`config.mk`:
```
export PLATFORM = sky130hd
export DESIGN_NAME = ccc_apb_cfg_master
export DESIGN_NICKNAME = d
export VERILOG_FILES = /design/src/rtl/ccc_cfg_pkg.sv /design/src/rtl/ccc_apb_cfg_master_sync_bit.sv /design/src/rtl/ccc_apb_cfg_master.sv
export SDC_FILE = /design/constraint.sdc
export NUM_CORES = 1
export LEC_CHECK = 0
export ABC_AREA = 1
export CORE_ASPECT_RATIO = 1.4
export CORE_MARGIN = 5
export CORE_UTILIZATION = 25
export DETAILED_ROUTE_END_ITERATION = 8
export MAX_ROUTING_LAYER = met4
export PLACE_DENSITY_LB_ADDON = 0.08
export SLEW_MARGIN = 20
export SYNTH_ARGS = -nofsm -noshare
export SYNTH_HDL_FRONTEND = slang
export SYNTH_SLANG_ARGS = --single-unit
export TNS_END_PERCENT = 50
```
`constraint.sdc`:
```
create_clock -name CLK -period 1.6 [get_ports CLK]
set_input_delay 0.16 -clock CLK [delete_from_list [all_inputs] [get_ports CLK]]
set_output_delay 0.16 -clock CLK [all_outputs]
set_load 0.02 [all_outputs]
```
`src/rtl/ccc_cfg_pkg.sv`:
```
// ccc_cfg_pkg
//   Shared definitions for the CCC dynamic-configuration APB initiator:
//   FSM state encoding, default lock-wait timing and a few well-known
//   CCC configuration register addresses.
//   No ports (package).
package ccc_cfg_pkg;

  typedef enum logic [2:0] {
    ST_IDLE,
    ST_WAIT_BUSY,
    ST_SETUP,
    ST_ACCESS,
    ST_WAIT_LOCK,
    ST_RESP
  } cfg_state_t;

  localparam int LOCK_HOLD_DEF    = 16;
  localparam int LOCK_TIMEOUT_DEF = 4096;

  // CCC configuration space landmarks
  localparam logic [5:0] CCC_ADDR_PLL_CTRL  = 6'h00;
  localparam logic [5:0] CCC_ADDR_PLL_DIV   = 6'h05;
  localparam logic [5:0] CCC_ADDR_OUT_DIV   = 6'h12;
  localparam logic [5:0] CCC_ADDR_PHASE     = 6'h20;

endpackage

```
`src/rtl/ccc_apb_cfg_master_sync_bit.sv`:
```
// sync_bit
//   DEPTH-stage flop synchronizer for a single asynchronous bit.
//   Chain clears to 0 on a synchronous reset.
// Ports:
//   clk  in  sampling clock
//   rst  in  synchronous active-high reset
//   d    in  asynchronous input
//   q    out synchronized output (DEPTH cycles of latency)
module sync_bit #(
  parameter int DEPTH = 2
) (
  input  logic clk,
  input  logic rst,
  input  logic d,
  output logic q
);

  logic [DEPTH-1:0] chain_q;

  always_ff @(posedge clk) begin
    if (rst) chain_q <= '0;
    else     chain_q <= {chain_q[DEPTH-2:0], d};
  end

  assign q = chain_q[DEPTH-1];

endmodule

```
`src/rtl/ccc_apb_cfg_master.sv`:
```
// ccc_apb_cfg_master
//   APB initiator for the CCC dynamic-configuration port. Runs one APB
//   transfer per accepted command, holds off SETUP while the CCC reports
//   BUSY, and after a relock write waits for a stable PLL LOCK.
// Ports:
//   CLK, RESET                 clock / synchronous active-high reset
//   CMD_VALID/READY            command handshake (READY only in IDLE)
//   CMD_WRITE/RELOCK/ADDR/WDATA command fields
//   RSP_VALID/RDATA/ERR        one-cycle completion (ERR = lock timeout)
//   PSEL/PENABLE/PWRITE/PADDR/PWDATA/PRDATA  APB to the CCC
//   BUSY                       CCC busy, blocks SETUP
//   LOCK                       asynchronous PLL lock
//   LOCK_OK                    synchronized LOCK
//
// state      | meaning
// -----------+---------------------------------------------------
// IDLE       | ready for a command
// WAIT_BUSY  | command latched, waiting for BUSY low
// SETUP      | APB setup phase (PSEL=1, PENABLE=0)
// ACCESS     | APB access phase, single cycle (no PREADY)
// WAIT_LOCK  | post-write lock qualification with timeout
// RESP       | one-cycle response pulse
module ccc_apb_cfg_master
  import ccc_cfg_pkg::*;
#(
  parameter int ADDR_W       = 6,
  parameter int DATA_W       = 8,
  parameter int LOCK_SYNC    = 2,
  parameter int LOCK_HOLD    = LOCK_HOLD_DEF,
  parameter int LOCK_TIMEOUT = LOCK_TIMEOUT_DEF
) (
  input  logic              CLK,
  input  logic              RESET,
  input  logic              CMD_VALID,
  output logic              CMD_READY,
  input  logic              CMD_WRITE,
  input  logic              CMD_RELOCK,
  input  logic [ADDR_W-1:0] CMD_ADDR,
  input  logic [DATA_W-1:0] CMD_WDATA,
  output logic              RSP_VALID,
  output logic [DATA_W-1:0] RSP_RDATA,
  output logic              RSP_ERR,
  output logic              PSEL,
  output logic              PENABLE,
  output logic              PWRITE,
  output logic [ADDR_W-1:0] PADDR,
  output logic [DATA_W-1:0] PWDATA,
  input  logic [DATA_W-1:0] PRDATA,
  input  logic              BUSY,
  input  logic              LOCK,
  output logic              LOCK_OK
);

  localparam int TMO_W  = $clog2(LOCK_TIMEOUT + 1);
  localparam int HOLD_W = $clog2(LOCK_HOLD + 1);
  localparam logic [TMO_W-1:0]  TMO_LAST  = TMO_W'(LOCK_TIMEOUT - 1);
  localparam logic [HOLD_W-1:0] HOLD_DONE = HOLD_W'(LOCK_HOLD);

  cfg_state_t state_q, state_d;

  logic              accept;
  logic              hold_met;
  logic              tmo_met;
  logic              write_q;
  logic              relock_q;
  logic [ADDR_W-1:0] addr_q;
  logic [DATA_W-1:0] wdata_q;
  logic [DATA_W-1:0] rdata_q;
  logic              err_q;
  logic [TMO_W-1:0]  tmo_cnt;
  logic [HOLD_W-1:0] hold_cnt;

  sync_bit #(.DEPTH(LOCK_SYNC)) u_lock_sync (
    .clk (CLK),
    .rst (RESET),
    .d   (LOCK),
    .q   (LOCK_OK)
  );

  assign accept   = CMD_VALID & CMD_READY;
  assign hold_met = (hold_cnt == HOLD_DONE);
  assign tmo_met  = (tmo_cnt == TMO_LAST);

  always_ff @(posedge CLK) begin
    if (RESET) state_q <= ST_IDLE;
    else       state_q <= state_d;
  end

  always_comb begin
    state_d = state_q;
    case (state_q)
      ST_IDLE:      if (accept) state_d = BUSY ? ST_WAIT_BUSY : ST_SETUP;
      ST_WAIT_BUSY: if (!BUSY) state_d = ST_SETUP;
      ST_SETUP:     state_d = ST_ACCESS;
      ST_ACCESS:    state_d = (write_q && relock_q) ? ST_WAIT_LOCK : ST_RESP;
      // success is checked first so a simultaneous timeout still reports OK
      ST_WAIT_LOCK: if (hold_met || tmo_met) state_d = ST_RESP;
      ST_RESP:      state_d = ST_IDLE;
      default:      state_d = ST_IDLE;
    endcase
  end

  always_comb begin
    CMD_READY = 1'b0;
    RSP_VALID = 1'b0;
    RSP_RDATA = '0;
    RSP_ERR   = 1'b0;
    PSEL      = 1'b0;
    PENABLE   = 1'b0;
    PWRITE    = 1'b0;
    PADDR     = '0;
    PWDATA    = '0;
    case (state_q)
      // gated so READY reads 0 while reset is still held
      ST_IDLE: CMD_READY = ~RESET;
      ST_SETUP, ST_ACCESS: begin
        PSEL    = 1'b1;
        PENABLE = (state_q == ST_ACCESS);
        PWRITE  = write_q;
        PADDR   = addr_q;
        PWDATA  = wdata_q;
      end
      ST_RESP: begin
        RSP_VALID = 1'b1;
        RSP_RDATA = rdata_q;
        RSP_ERR   = err_q;
      end
      default: ;
    endcase
  end

  always_ff @(posedge CLK) begin
    if (RESET) begin
      write_q  <= 1'b0;
      relock_q <= 1'b0;
      addr_q   <= '0;
      wdata_q  <= '0;
      rdata_q  <= '0;
      err_q    <= 1'b0;
      tmo_cnt  <= '0;
      hold_cnt <= '0;
    end else begin
      if (accept) begin
        write_q  <= CMD_WRITE;
        relock_q <= CMD_WRITE & CMD_RELOCK;
        addr_q   <= CMD_ADDR;
        wdata_q  <= CMD_WDATA;
      end
      if (state_q == ST_ACCESS) begin
        rdata_q  <= write_q ? '0 : PRDATA;
        err_q    <= 1'b0;
        tmo_cnt  <= '0;
        hold_cnt <= '0;
      end
      if (state_q == ST_WAIT_LOCK) begin
        tmo_cnt  <= tmo_cnt + TMO_W'(1);
        hold_cnt <= LOCK_OK ? hold_cnt + HOLD_W'(1) : '0;
        err_q    <= tmo_met & ~hold_met;
      end
    end
  end

endmodule

```
==> results_dict.tcl <==
set metrics [dict create \
    status "complete, no violations" \
    drc 0 \
    yosys.area.top_type "dfxtp_1" \
    ir_drop_v 0.000701 \
    wl_um 6080 \
    die_area_um2 11300 \
    yosysTopAreaCellShare_pct 41.6 \
    synth_cells 324 \
    fill_cells 968 \
    rsz0062_at_grt "false" \
    startpoint "state_q[2]" \
    setup_viol_count_final 0 \
    period_share_pct 95.8 \
    ys_seq_elements 48 \
    crit_arrival_ns 1.37 \
    period_needed_ns 1.53 \
    vias 2172 \
    layout_setup_ws_ns 0.0665 \
    p_total_uw 3240 \
    numCtsBuffers 5 \
    synth-main-ff-cell "dfxtp_1" \
    grt_max_degree 32 \
    diodes 0 \
    post-dp-hpwl_um 4510 \
    drt_pass1_iterations 4 \
    seqPwrFrac_pct 40.4 \
    reg2reg_to "hold_cnt[4]" \
    overflow 0 \
    clock_skew_ns 0.00371 \
    cts_tree "built" \
    p_int_uw 2380 \
    place_congestion 0.781 \
    p_clk_share_pct 39.4 \
    clk_latency_ns 0.28 \
    antenna_found_initial 0 \
    synth_nets 356 \
    ios 58 \
    min_from "LOCK" \
    cp.required_ns 1.44 \
    cts.sinks 48 \
    synth_area_um2 2310 \
    syn_to_final_growth_pct 39.8 \
    final_nets 428 \
    ff2ff_path_depth 9 \
    io_buffers 57 \
    syn_area_per_cell_um2 7.12 \
    comb_power_share_pct 20.2 \
    cp-endpoint "PWDATA[5]" \
    clockBufferDepth 2 \
    coreArea_um2 9030 \
    final_hold_viol_count 0 \
    r2r_setup_slack_ns 0.13 \
    ys_warn_count 0 \
    max-cap-violations 0 \
    path_class "flip-flop to output port" \
    die_width_um 91.2 \
    grt_pass1_vias 2154 \
    cp_max_fo 16 \
    hp-class "primary input to flip-flop" \
    drt_iter0_markers 86 \
    rows 41 \
    grt_util_all_layers_pct 11.4 \
    synth-edff-count 0 \
    slew_headroom_pct 79.0 \
    grt_pass1_wl_um 10000 \
    clk_pin_slew_ns 0.06 \
    cp-start-kind "flip-flop" \
    worstMarginPinSlew_ns 0.315 \
    die_h_um 124 \
    fin_util_pct 35.8 \
    pre_cts_ws_ns -0.0128 \
    r2r_start "state_q[1]" \
    synth_area_leaders "dfxtp_1 (42%), a21oi_1 (8.9%), nand2_1 (8.6%), nor2_1 (8.3%), inv_1 (7.2%)" \
    max_freq_ghz 0.652 \
    drtAntennaViolNets 0 \
    endpoint_kind "output port" \
    start_util_pct 25.6 \
    leakage_uw 0.00127 \
    viasPerCell 4.31 \
    root_buffer "clkbuf_16" \
    synth-async-reset-ratio_pct 0 \
    cts-htree-levels 2 \
    drive_gt1_share_pct 16.9 \
    synthDistinctLibCells 29 \
    switching_share_pct 26.4 \
    yosysSeqAreaShare_pct 41.6 \
    p_per_area_nw_per_um2 1000 \
    netSwitchingPower_uw 853 \
    routedWlPerCell_um 12.1 \
    drv_slew 0 \
    timing.hold.ws_ns 0.400 \
]
[stage by stage]
stage          cells  instance area (um^2)  setup TNS, ns
6_report         504                  3230              0
5_1_grt          504                  3230              0
4_1_cts          503                  3260              0
3_5_place_dp     495                  3090        -0.0256
3_3_place_gp     495                  3090        -0.0183
2_1_floorplan    324                  2310              0
[worst min path at each step]
| stage | to | slack [ns] | depth (start not counted) |
|---|---|---|---|
| after detailed placement | u_lock_sync.chain_q[1] | 0.40 | 2 |
| final | u_lock_sync.chain_q[0] | 0.40 | 3 |
| after global placement | u_lock_sync.chain_q[1] | 0.40 | 2 |
| after CTS | u_lock_sync.chain_q[0] | 0.40 | 3 |
| after global routing | u_lock_sync.chain_q[0] | 0.43 | 3 |
| after floorplan | u_lock_sync.chain_q[0] | 0.27 | 2 |
[state kept, by name, summed over array words and instances, names as in the netlist]
name / flops
rdata_q: 8
addr_q: 6
state_q: 3
wdata_q: 8
u_lock_sync.chain_q: 2
relock_q: 1
tmo_cnt: 13
write_q: 1
err_q: 1
hold_cnt: 5
[cells in the final DEF, fill, tap and decap left out, types with 10 or more instances in the layout]
cell type / synthesis / layout
nand2_1: 53 / 53
nor2_1: 51 / 51
dfxtp_1: 48 / 47
inv_1: 44 / 43
a21oi_1: 41 / 40
clkdlybuf4s50_1: 0 / 29
buf_4: 0 / 19
o21ai_1: 16 / 16
clkbuf_2: 0 / 11
nand3_1: 11 / 10
[final cells by class]
type	count	area, um^2	area share [%]
inverters	50	193	5.97
flip-flops and latches	48	962	29.8
well taps	107	134	4.15
clock buffers	7	153	4.73
multi-input cells	214	1090	33.8
repair buffers	77	664	20.6
clock inverters	1	30.0	0.930
[repair_timing]
action                                  in CTS  in global routing
hold buffers                                 0                  0
pin swaps                                    0                  2
endpoints found under the setup margin      28                 32
buffers inserted                             0                  1
resized for setup                           48                 31
endpoints found under the hold margin        0                  0
[logic make-up (layout without fill, tap and decap cells)]
group                    Yosys count  in the layout  share of synthesized area [%]
AO/OA/AOI/OAI                     78             78                           18.5
adder cells (fa/ha/maj)            3              3                           1.63
flip-flops                        48             48                           41.6
XOR/XNOR                           1              1                          0.379
buffers and inverters             62            135                           12.1
AND/OR/NAND/NOR                  132            132                           25.7
[power groups by stage]
stage / Combinational [uW] / Clock, uW / Sequential (uW)
after floorplan: 389 / 0 / 1340
after global routing: 733 / 1370 / 1310
after global placement: 679 / 0 / 1330
after CTS: 663 / 1320 / 1300
final: 655 / 1270 / 1310
after detailed placement: 679 / 0 / 1330
[critical path: stages (launching register included)]
cell and delay, ns:
dfxtp_1 0.32, inv_2 0.09, nand2_1 0.09, buf_12 0.16
nor2_1 0.08, dlygate4sd2_1 0.34
[routing by layer]
layer / GRT usage [%] / share of wire [%] / vias up
li1: - / - / 1177
met1: 12.1 / 43 / 960
met2: 20.5 / 51 / 30
met3: 2.60 / 3.9 / 5
met4: 4.40 / 1.7 / 0
met5: - / 0 / -
[Yosys cell counts, types with 4 or more instances]
cell type	instances
dfxtp_1	48
nand3_1	11
inv_1	44
nand2_1	53
a21oi_1	41
nor3_1	4
a211oi_1	8
o21ai_0	7
nor2_1	51
o21ai_1	16
buf_6	6
inv_2	5
clkbuf_1	4
Power figures use the tool's default switching activity.
